**src/rtl/wb_pkg.sv**
```systemverilog
// -----------------------------------------------------------------------------
// wb_pkg
// Shared constants and types for the write-back arbiter slice.
//   ADDR_W     : register-file address width
//   DATA_W     : register-file data width
//   ZERO_REG   : hardwired-zero register; writes to it are accepted and dropped
//   wb_entry_t : one queued write, {addr, data}
//   prio_t     : round-robin priority holder (which requester wins a tie)
// -----------------------------------------------------------------------------
package wb_pkg;

  localparam int ADDR_W = 5;
  localparam int DATA_W = 32;
  localparam logic [ADDR_W-1:0] ZERO_REG = 5'd31;

  typedef struct packed {
    logic [ADDR_W-1:0] addr;
    logic [DATA_W-1:0] data;
  } wb_entry_t;

  typedef enum logic {
    PRIO_REQ0 = 1'b0,
    PRIO_REQ1 = 1'b1
  } prio_t;

endpackage

```
**src/rtl/wb_fifo.sv**
```systemverilog
// -----------------------------------------------------------------------------
// wb_fifo
// Circular write queue of wb_entry_t, DEPTH entries (power of two, >= 2).
// Push and pop may happen on the same edge; pointers wrap modulo DEPTH.
// Optional feature macro: WB_SCOREBOARD_EN exposes per-entry valid/address
// so the parent can build a pending-register mask.
// Ports:
//   clk, rst        : clock, asynchronous active-high reset
//   i_push          : write i_push_entry at the tail this edge (never when full)
//   i_pop           : drop the head this edge (never when empty)
//   o_full, o_empty : occupancy flags (registered state)
//   o_count         : occupancy, $clog2(DEPTH)+1 bits
//   o_head          : entry at the head of the queue
//   o_entry_valid   : (WB_SCOREBOARD_EN) slot i holds a live entry
//   o_entry_addr    : (WB_SCOREBOARD_EN) address field of slot i
// -----------------------------------------------------------------------------
module wb_fifo
  import wb_pkg::*;
#(
  parameter int DEPTH = 4
) (
  input  logic                              clk,
  input  logic                              rst,
  input  logic                              i_push,
  input  wb_entry_t                         i_push_entry,
  input  logic                              i_pop,
  output logic                              o_full,
  output logic                              o_empty,
  output logic [$clog2(DEPTH):0]            o_count,
  output wb_entry_t                         o_head
`ifdef WB_SCOREBOARD_EN
  ,
  output logic [DEPTH-1:0]                  o_entry_valid,
  output logic [DEPTH-1:0][ADDR_W-1:0]      o_entry_addr
`endif
);

  localparam int AW = $clog2(DEPTH);
  localparam int CW = AW + 1;
  localparam logic [AW-1:0] PTR_ONE = AW'(1);
  localparam logic [CW-1:0] CNT_ONE = CW'(1);
  localparam logic [CW-1:0] CNT_FULL = CW'(DEPTH);

  wb_entry_t       r_mem [DEPTH];
  logic [AW-1:0]   r_wr_ptr;
  logic [AW-1:0]   r_rd_ptr;
  logic [CW-1:0]   r_count;

  // Storage array; contents need no reset because occupancy gates every use.
  always_ff @(posedge clk) begin
    if (i_push) begin
      r_mem[r_wr_ptr] <= i_push_entry;
    end
  end

  // Pointer and occupancy bookkeeping.
  always_ff @(posedge clk or posedge rst) begin
    if (rst) begin
      r_wr_ptr <= {AW{1'b0}};
      r_rd_ptr <= {AW{1'b0}};
      r_count  <= {CW{1'b0}};
    end else begin
      if (i_push) begin
        r_wr_ptr <= r_wr_ptr + PTR_ONE;
      end
      if (i_pop) begin
        r_rd_ptr <= r_rd_ptr + PTR_ONE;
      end
      case ({i_push, i_pop})
        2'b10:   r_count <= r_count + CNT_ONE;
        2'b01:   r_count <= r_count - CNT_ONE;
        default: r_count <= r_count;
      endcase
    end
  end

  assign o_full  = (r_count == CNT_FULL);
  assign o_empty = (r_count == {CW{1'b0}});
  assign o_count = r_count;
  assign o_head  = r_mem[r_rd_ptr];

`ifdef WB_SCOREBOARD_EN
  logic [AW-1:0] w_offset;

  // A slot is live when its distance from the read pointer is below the count.
  always_comb begin
    w_offset      = {AW{1'b0}};
    o_entry_valid = {DEPTH{1'b0}};
    o_entry_addr  = '0;
    for (int i = 0; i < DEPTH; i++) begin
      w_offset         = AW'(i) - r_rd_ptr;
      o_entry_valid[i] = ({1'b0, w_offset} < r_count);
      o_entry_addr[i]  = r_mem[i].addr;
    end
  end
`endif

endmodule

```
**src/rtl/wb_arbiter.sv**
```systemverilog
// -----------------------------------------------------------------------------
// wb_arbiter
// Two-requester round-robin write-back arbiter feeding a register file through
// a DEPTH-entry queue (wb_fifo). One write accepted per cycle; writes to the
// hardwired-zero register are accepted and dropped. The queue head is popped
// into registered rf_* outputs whenever the queue is non-empty and stall is low.
// Optional feature macro: WB_SCOREBOARD_EN adds the 'pending' output.
// Ports:
//   clk, rst                 : clock, asynchronous active-high reset
//   reqN_valid/addr/data     : write request from requester N (N = 0, 1)
//   reqN_ready               : request N accepted this cycle (combinational)
//   stall                    : hold the drain this cycle
//   rf_W, rf_DA, rf_D        : registered register-file write port
//   q_count                  : queue occupancy
//   pending                  : (WB_SCOREBOARD_EN) bit i = write to Ri in flight
// -----------------------------------------------------------------------------
module wb_arbiter
  import wb_pkg::*;
#(
  parameter int DEPTH = 4
) (
  input  logic                   clk,
  input  logic                   rst,
  input  logic                   req0_valid,
  input  logic                   req1_valid,
  output logic                   req0_ready,
  output logic                   req1_ready,
  input  logic [ADDR_W-1:0]      req0_addr,
  input  logic [ADDR_W-1:0]      req1_addr,
  input  logic [DATA_W-1:0]      req0_data,
  input  logic [DATA_W-1:0]      req1_data,
  input  logic                   stall,
  output logic                   rf_W,
  output logic [ADDR_W-1:0]      rf_DA,
  output logic [DATA_W-1:0]      rf_D,
  output logic [$clog2(DEPTH):0] q_count
`ifdef WB_SCOREBOARD_EN
  ,
  output logic [31:0]            pending
`endif
);

  prio_t             r_prio;
  logic              r_rf_w;
  logic [ADDR_W-1:0] r_rf_da;
  logic [DATA_W-1:0] r_rf_d;

  logic              w_grant0;
  logic              w_grant1;
  logic              w_push;
  logic              w_pop;
  wb_entry_t         w_push_entry;
  logic              w_full;
  logic              w_empty;
  wb_entry_t         w_head;

`ifdef WB_SCOREBOARD_EN
  logic [DEPTH-1:0]             w_entry_valid;
  logic [DEPTH-1:0][ADDR_W-1:0] w_entry_addr;
  logic [31:0]                  w_pending;
`endif

  // Grant selection. Ready looks only at registered fullness, so a pop on the
  // same edge never opens a slot early.
  always_comb begin
    w_grant0           = 1'b0;
    w_grant1           = 1'b0;
    w_push_entry.addr  = req0_addr;
    w_push_entry.data  = req0_data;
    if (!w_full) begin
      w_grant0 = req0_valid && (!req1_valid || (r_prio == PRIO_REQ0));
      w_grant1 = req1_valid && (!req0_valid || (r_prio == PRIO_REQ1));
    end else begin
      w_grant0 = 1'b0;
      w_grant1 = 1'b0;
    end
    if (w_grant1) begin
      w_push_entry.addr = req1_addr;
      w_push_entry.data = req1_data;
    end else begin
      w_push_entry.addr = req0_addr;
      w_push_entry.data = req0_data;
    end
  end

  // Writes to the zero register complete the handshake but never enter the queue.
  assign w_push     = (w_grant0 || w_grant1) && (w_push_entry.addr != ZERO_REG);
  assign w_pop      = !w_empty && !stall;
  assign req0_ready = w_grant0;
  assign req1_ready = w_grant1;

  // Round-robin: after a transfer, the loser of that transfer gets priority.
  always_ff @(posedge clk or posedge rst) begin
    if (rst) begin
      r_prio <= PRIO_REQ0;
    end else if (w_grant0) begin
      r_prio <= PRIO_REQ1;
    end else if (w_grant1) begin
      r_prio <= PRIO_REQ0;
    end else begin
      r_prio <= r_prio;
    end
  end

  // Register-file output stage; address and data hold when nothing is popped.
  always_ff @(posedge clk or posedge rst) begin
    if (rst) begin
      r_rf_w  <= 1'b0;
      r_rf_da <= {ADDR_W{1'b0}};
      r_rf_d  <= {DATA_W{1'b0}};
    end else if (w_pop) begin
      r_rf_w  <= 1'b1;
      r_rf_da <= w_head.addr;
      r_rf_d  <= w_head.data;
    end else begin
      r_rf_w  <= 1'b0;
    end
  end

  assign rf_W  = r_rf_w;
  assign rf_DA = r_rf_da;
  assign rf_D  = r_rf_d;

  wb_fifo #(
    .DEPTH(DEPTH)
  ) u_fifo (
    .clk          (clk),
    .rst          (rst),
    .i_push       (w_push),
    .i_push_entry (w_push_entry),
    .i_pop        (w_pop),
    .o_full       (w_full),
    .o_empty      (w_empty),
    .o_count      (q_count),
    .o_head       (w_head)
`ifdef WB_SCOREBOARD_EN
    ,
    .o_entry_valid(w_entry_valid),
    .o_entry_addr (w_entry_addr)
`endif
  );

`ifdef WB_SCOREBOARD_EN
  // Pending mask: every queued destination plus the one being written now.
  always_comb begin
    w_pending = 32'd0;
    for (int i = 0; i < DEPTH; i++) begin
      w_pending = w_pending | (w_entry_valid[i] ? (32'd1 << w_entry_addr[i]) : 32'd0);
    end
    w_pending = w_pending | (r_rf_w ? (32'd1 << r_rf_da) : 32'd0);
    w_pending[ZERO_REG] = 1'b0;
  end

  assign pending = w_pending;
`endif

endmodule

```
**config.mk**
```make
export PLATFORM = sky130hd
export DESIGN_NAME = wb_arbiter
export DESIGN_NICKNAME = d
export VERILOG_FILES = /design/src/rtl/wb_pkg.sv /design/src/rtl/wb_fifo.sv /design/src/rtl/wb_arbiter.sv
export SDC_FILE = /design/constraint.sdc
export NUM_CORES = 1
export LEC_CHECK = 0
export CORE_MARGIN = 3
export CORE_UTILIZATION = 50
export CTS_BUF_LIST = sky130_fd_sc_hd__clkbuf_8
export CTS_CLUSTER_SIZE = 8
export DETAILED_ROUTE_END_ITERATION = 8
export PLACE_DENSITY_LB_ADDON = 0.1
export RECOVER_POWER = 100
export SYNTH_ARGS = -nofsm -noshare
export SYNTH_HDL_FRONTEND = slang
export SYNTH_SLANG_ARGS = --single-unit
export TNS_END_PERCENT = 100
```
**constraint.sdc**
```tcl
create_clock -name clk -period 2.8 [get_ports clk]
set_clock_uncertainty 0.1 [all_clocks]
set_input_delay 0.56 -clock clk [delete_from_list [all_inputs] [get_ports clk]]
set_output_delay 0.56 -clock clk [all_outputs]
set_load 0.02 [all_outputs]
```
==> run summary <==
Root Buffer: clkbuf_8
Final Cycle Share: 0.938
Outcome: completed
Final hold slack: 0.405 ns
R2R Setup Slk: 0.17 ns
Sequential power share: 0.451
Synth async-reset ratio: 0.237
Setup crit end kind: register
Starting Density: 0.521
Critical path class: reg2reg
Synthesized Nets: 516
Critical Path Start Type: register
First-pass GRT wire length: 23,900 um
PD cells: 1090 mW/mm^2
Top cell type's share of synthesized area: 0.579
Vias in the first global route: 4,443
Via count: 4,152
Worst-path clk slew: 0.09 ns
Port bufs: 121
Die Y: 130 um
Least-Margin Pin Slew: 1.35 ns
Final setup violation count: 0
NumNets Final: 661
DIE AREA: 0.0169 mm^2
Total GRT Usage: 0.194
Max-slew violation count: 0
CP arrival: 2.86 ns
Hold_buf cts: 0
Antenna diodes: 0
Pre-Repair DR Iteration Count: 4
DR iter-0 viols: 270
Max cap viols: 0
Post-synth EDFFs: 148
R2R cell count: 8
CTS max path bufs: 2
Hold Path Depth: 1
Hold path endpoint: rf_DA[0]$_DFFE_PP0P_
Fmax: 381 MHz
# rows: 44
Most frequent cells in the layout: edfxtp_1 (148), nand2_1 (100), clkdlybuf4s50_1 (77), dfrtp_1 (44), dlygate4sd3_1 (42)
WL final: 15,400 um
Required @ worst endpoint: 3.03 ns
Synth unique cells: 27
Remaining global-route overflow: 0
Post-synth top area cell: edfxtp_1
DPL Wire Length: 10,000 um
Clock group share of total power: 0.191
H-tree Lvls: 4
Hold_sp: rf_DA[0]$_DFFE_PP0P_
Initial antenna violation count: 0
Combinational share of power: 0.357
Total CTS buffers: 17
Internal power: 7.33 mW
Die Wd: 130 um
Layout cell share with drive strength beyond 1: 0.233
Main synth FF type: edfxtp_1
Core footprint: 0.0148 mm^2
Crit Path Max Fanout: 7
Rel. slew slack: 0.0979
TritonCTS clock tree: built
Hold Crit Class: reg2reg
Syn. warnings: 0
Average cell area after synthesis: 17.8 um^2
Most common cell after layout, fill and taps aside: edfxtp_1
Clock latency on the worst-skew pair: 0.46 ns
DR WL/cell: 19.9 um
Switching Fraction: 0.308
#FFs+latches synth: 194
Fin crit period: 2.63 ns
Psw: 3.27 mW
Area Growth Syn to Fin: 26.1%
Static leakage: 3.61 nW
Drc violations: 0
Main area contributors after synthesis: edfxtp_1 (58%), dfrtp_1 (15%), mux4_2 (11%)
Syn Inst Count: 431
Post-layout util: 0.657
Largest net degree at the start of global routing: 47
Final hold vios: 0
Tot Pwr: 10.6 mW
Critical R2R Capture: u_fifo.o_count[1]$_DFFE_PP0P_
Antenna Violating Nets Remaining: 0
Cell Area, Synth: 0.00768 mm^2
Maximum vdd ir drop: 510 uV
RSZ-0062 raised after global routing: no
Final Wtd Congestion: 0.710
Register area share after synthesis: 0.728
Final-layout fill cell count: 1,056
R2r startpoint: u_fifo.o_count[0]$_DFFE_PP0P_
CTS sink cnt: 194
Vias/cell: 5.37
Io pins: 122
[layout make-up]
class                   count  area [um^2]  area share
clock buffers              20          275      0.0284
well taps                 184          230      0.0238
inverters                   5         18.8     0.00194
flip-flops and latches    194         5600       0.578
repair buffers            146         1390       0.143
clock inverters            12          186      0.0192
multi-input cells         212         1990       0.205
[registers in the layout, summed over array words and instances (netlist names)]
signal / count
u_fifo.r_wr_ptr: 2
rf_DA: 5
rf_D: 32
u_fifo.r_mem: 148
u_fifo.o_count: 3
rf_W: 1
r_prio: 1
u_fifo.r_rd_ptr: 2
[critical path: stages, from the launching register on]
cell and delay (ns):
dfrtp_1 0.38, or3b_1 0.45, buf_4 0.18, a311oi_2 0.32, a211oi_4 0.12, inv_1 0.08, ha_1 0.18, fa_1 0.42
mux2_2 0.27
[routing by layer]
layer,global-route usage,share of wire,up-vias
met5,0,0,-
met4,0.0691,0.017,0
met3,0.0454,0.039,17
met2,0.335,0.52,85
met1,0.243,0.42,2149
li1,-,-,1901
[power by group through the flow]
| stage | Sequential (mW) | Combinational [mW] | Clock [mW] |
|---|---|---|---|
| after floorplan | 5.07 | 2.10 | 0 |
| after global placement | 4.81 | 4.17 | 0 |
| after detailed placement | 4.88 | 4.27 | 0 |
| after CTS | 4.82 | 4.28 | 2.08 |
| after global routing | 4.90 | 4.10 | 2.20 |
| final | 4.79 | 3.79 | 2.03 |
[kinds of logic (layout without fill, tap and decap cells)]
family	after synthesis	after routing	synth area share
flops	194	194	0.728
xor+xnor	6	6	0.00684
mux	81	81	0.173
simple gates	113	113	0.0598
compound gates	6	6	0.00733
buf+inv	25	183	0.0135
fa+ha+maj	6	6	0.0107
[Yosys cell counts (3+ instances only)]
cell	count
and2_1	4
buf_1	5
buf_2	8
clkbuf_1	7
dfrtp_1	46
edfxtp_1	148
ha_1	5
inv_1	4
mux2_2	43
mux4_2	37
nand2_1	100
nor2_1	3
xnor2_1	4
[per-stage QoR]
step,std cells,TNS (ns),setup WS (ns),cell area [um^2]
3_3_place_gp,741,-0.374,-0.215,9430
6_report,773,0,0.173,9690
2_1_floorplan,431,0,0.0531,7690
5_1_grt,773,0,0.0217,9690
3_5_place_dp,741,-0.494,-0.262,9430
4_1_cts,773,0,0.122,9890
[worst max-delay path by stage]
| stage | from | end | depth (start not counted) |
|---|---|---|---|
| finish | u_fifo.o_count[0]$_DFFE_PP0P_ | u_fifo.o_count[1]$_DFFE_PP0P_ | 8 |
| global route | u_fifo.o_count[0]$_DFFE_PP0P_ | u_fifo.o_count[2]$_DFFE_PP0P_ | 10 |
| CTS | u_fifo.o_count[0]$_DFFE_PP0P_ | u_fifo.o_count[2]$_DFFE_PP0P_ | 10 |
| detailed placement | req1_valid | u_fifo.o_count[2]$_DFFE_PP0P_ | 9 |
| global placement | req1_valid | u_fifo.o_count[2]$_DFFE_PP0P_ | 9 |
| floorplan | u_fifo.o_count[0]$_DFFE_PP0P_ | u_fifo.o_count[2]$_DFFE_PP0P_ | 11 |
[timing repair]
item | 4_1_cts | 5_1_grt
gates resized for setup | 2 | 0
setup endpoints to repair | 2 | 1
pin swaps | 0 | 1
setup buffers | 0 | 0
(Power assumes the default switching activity.)
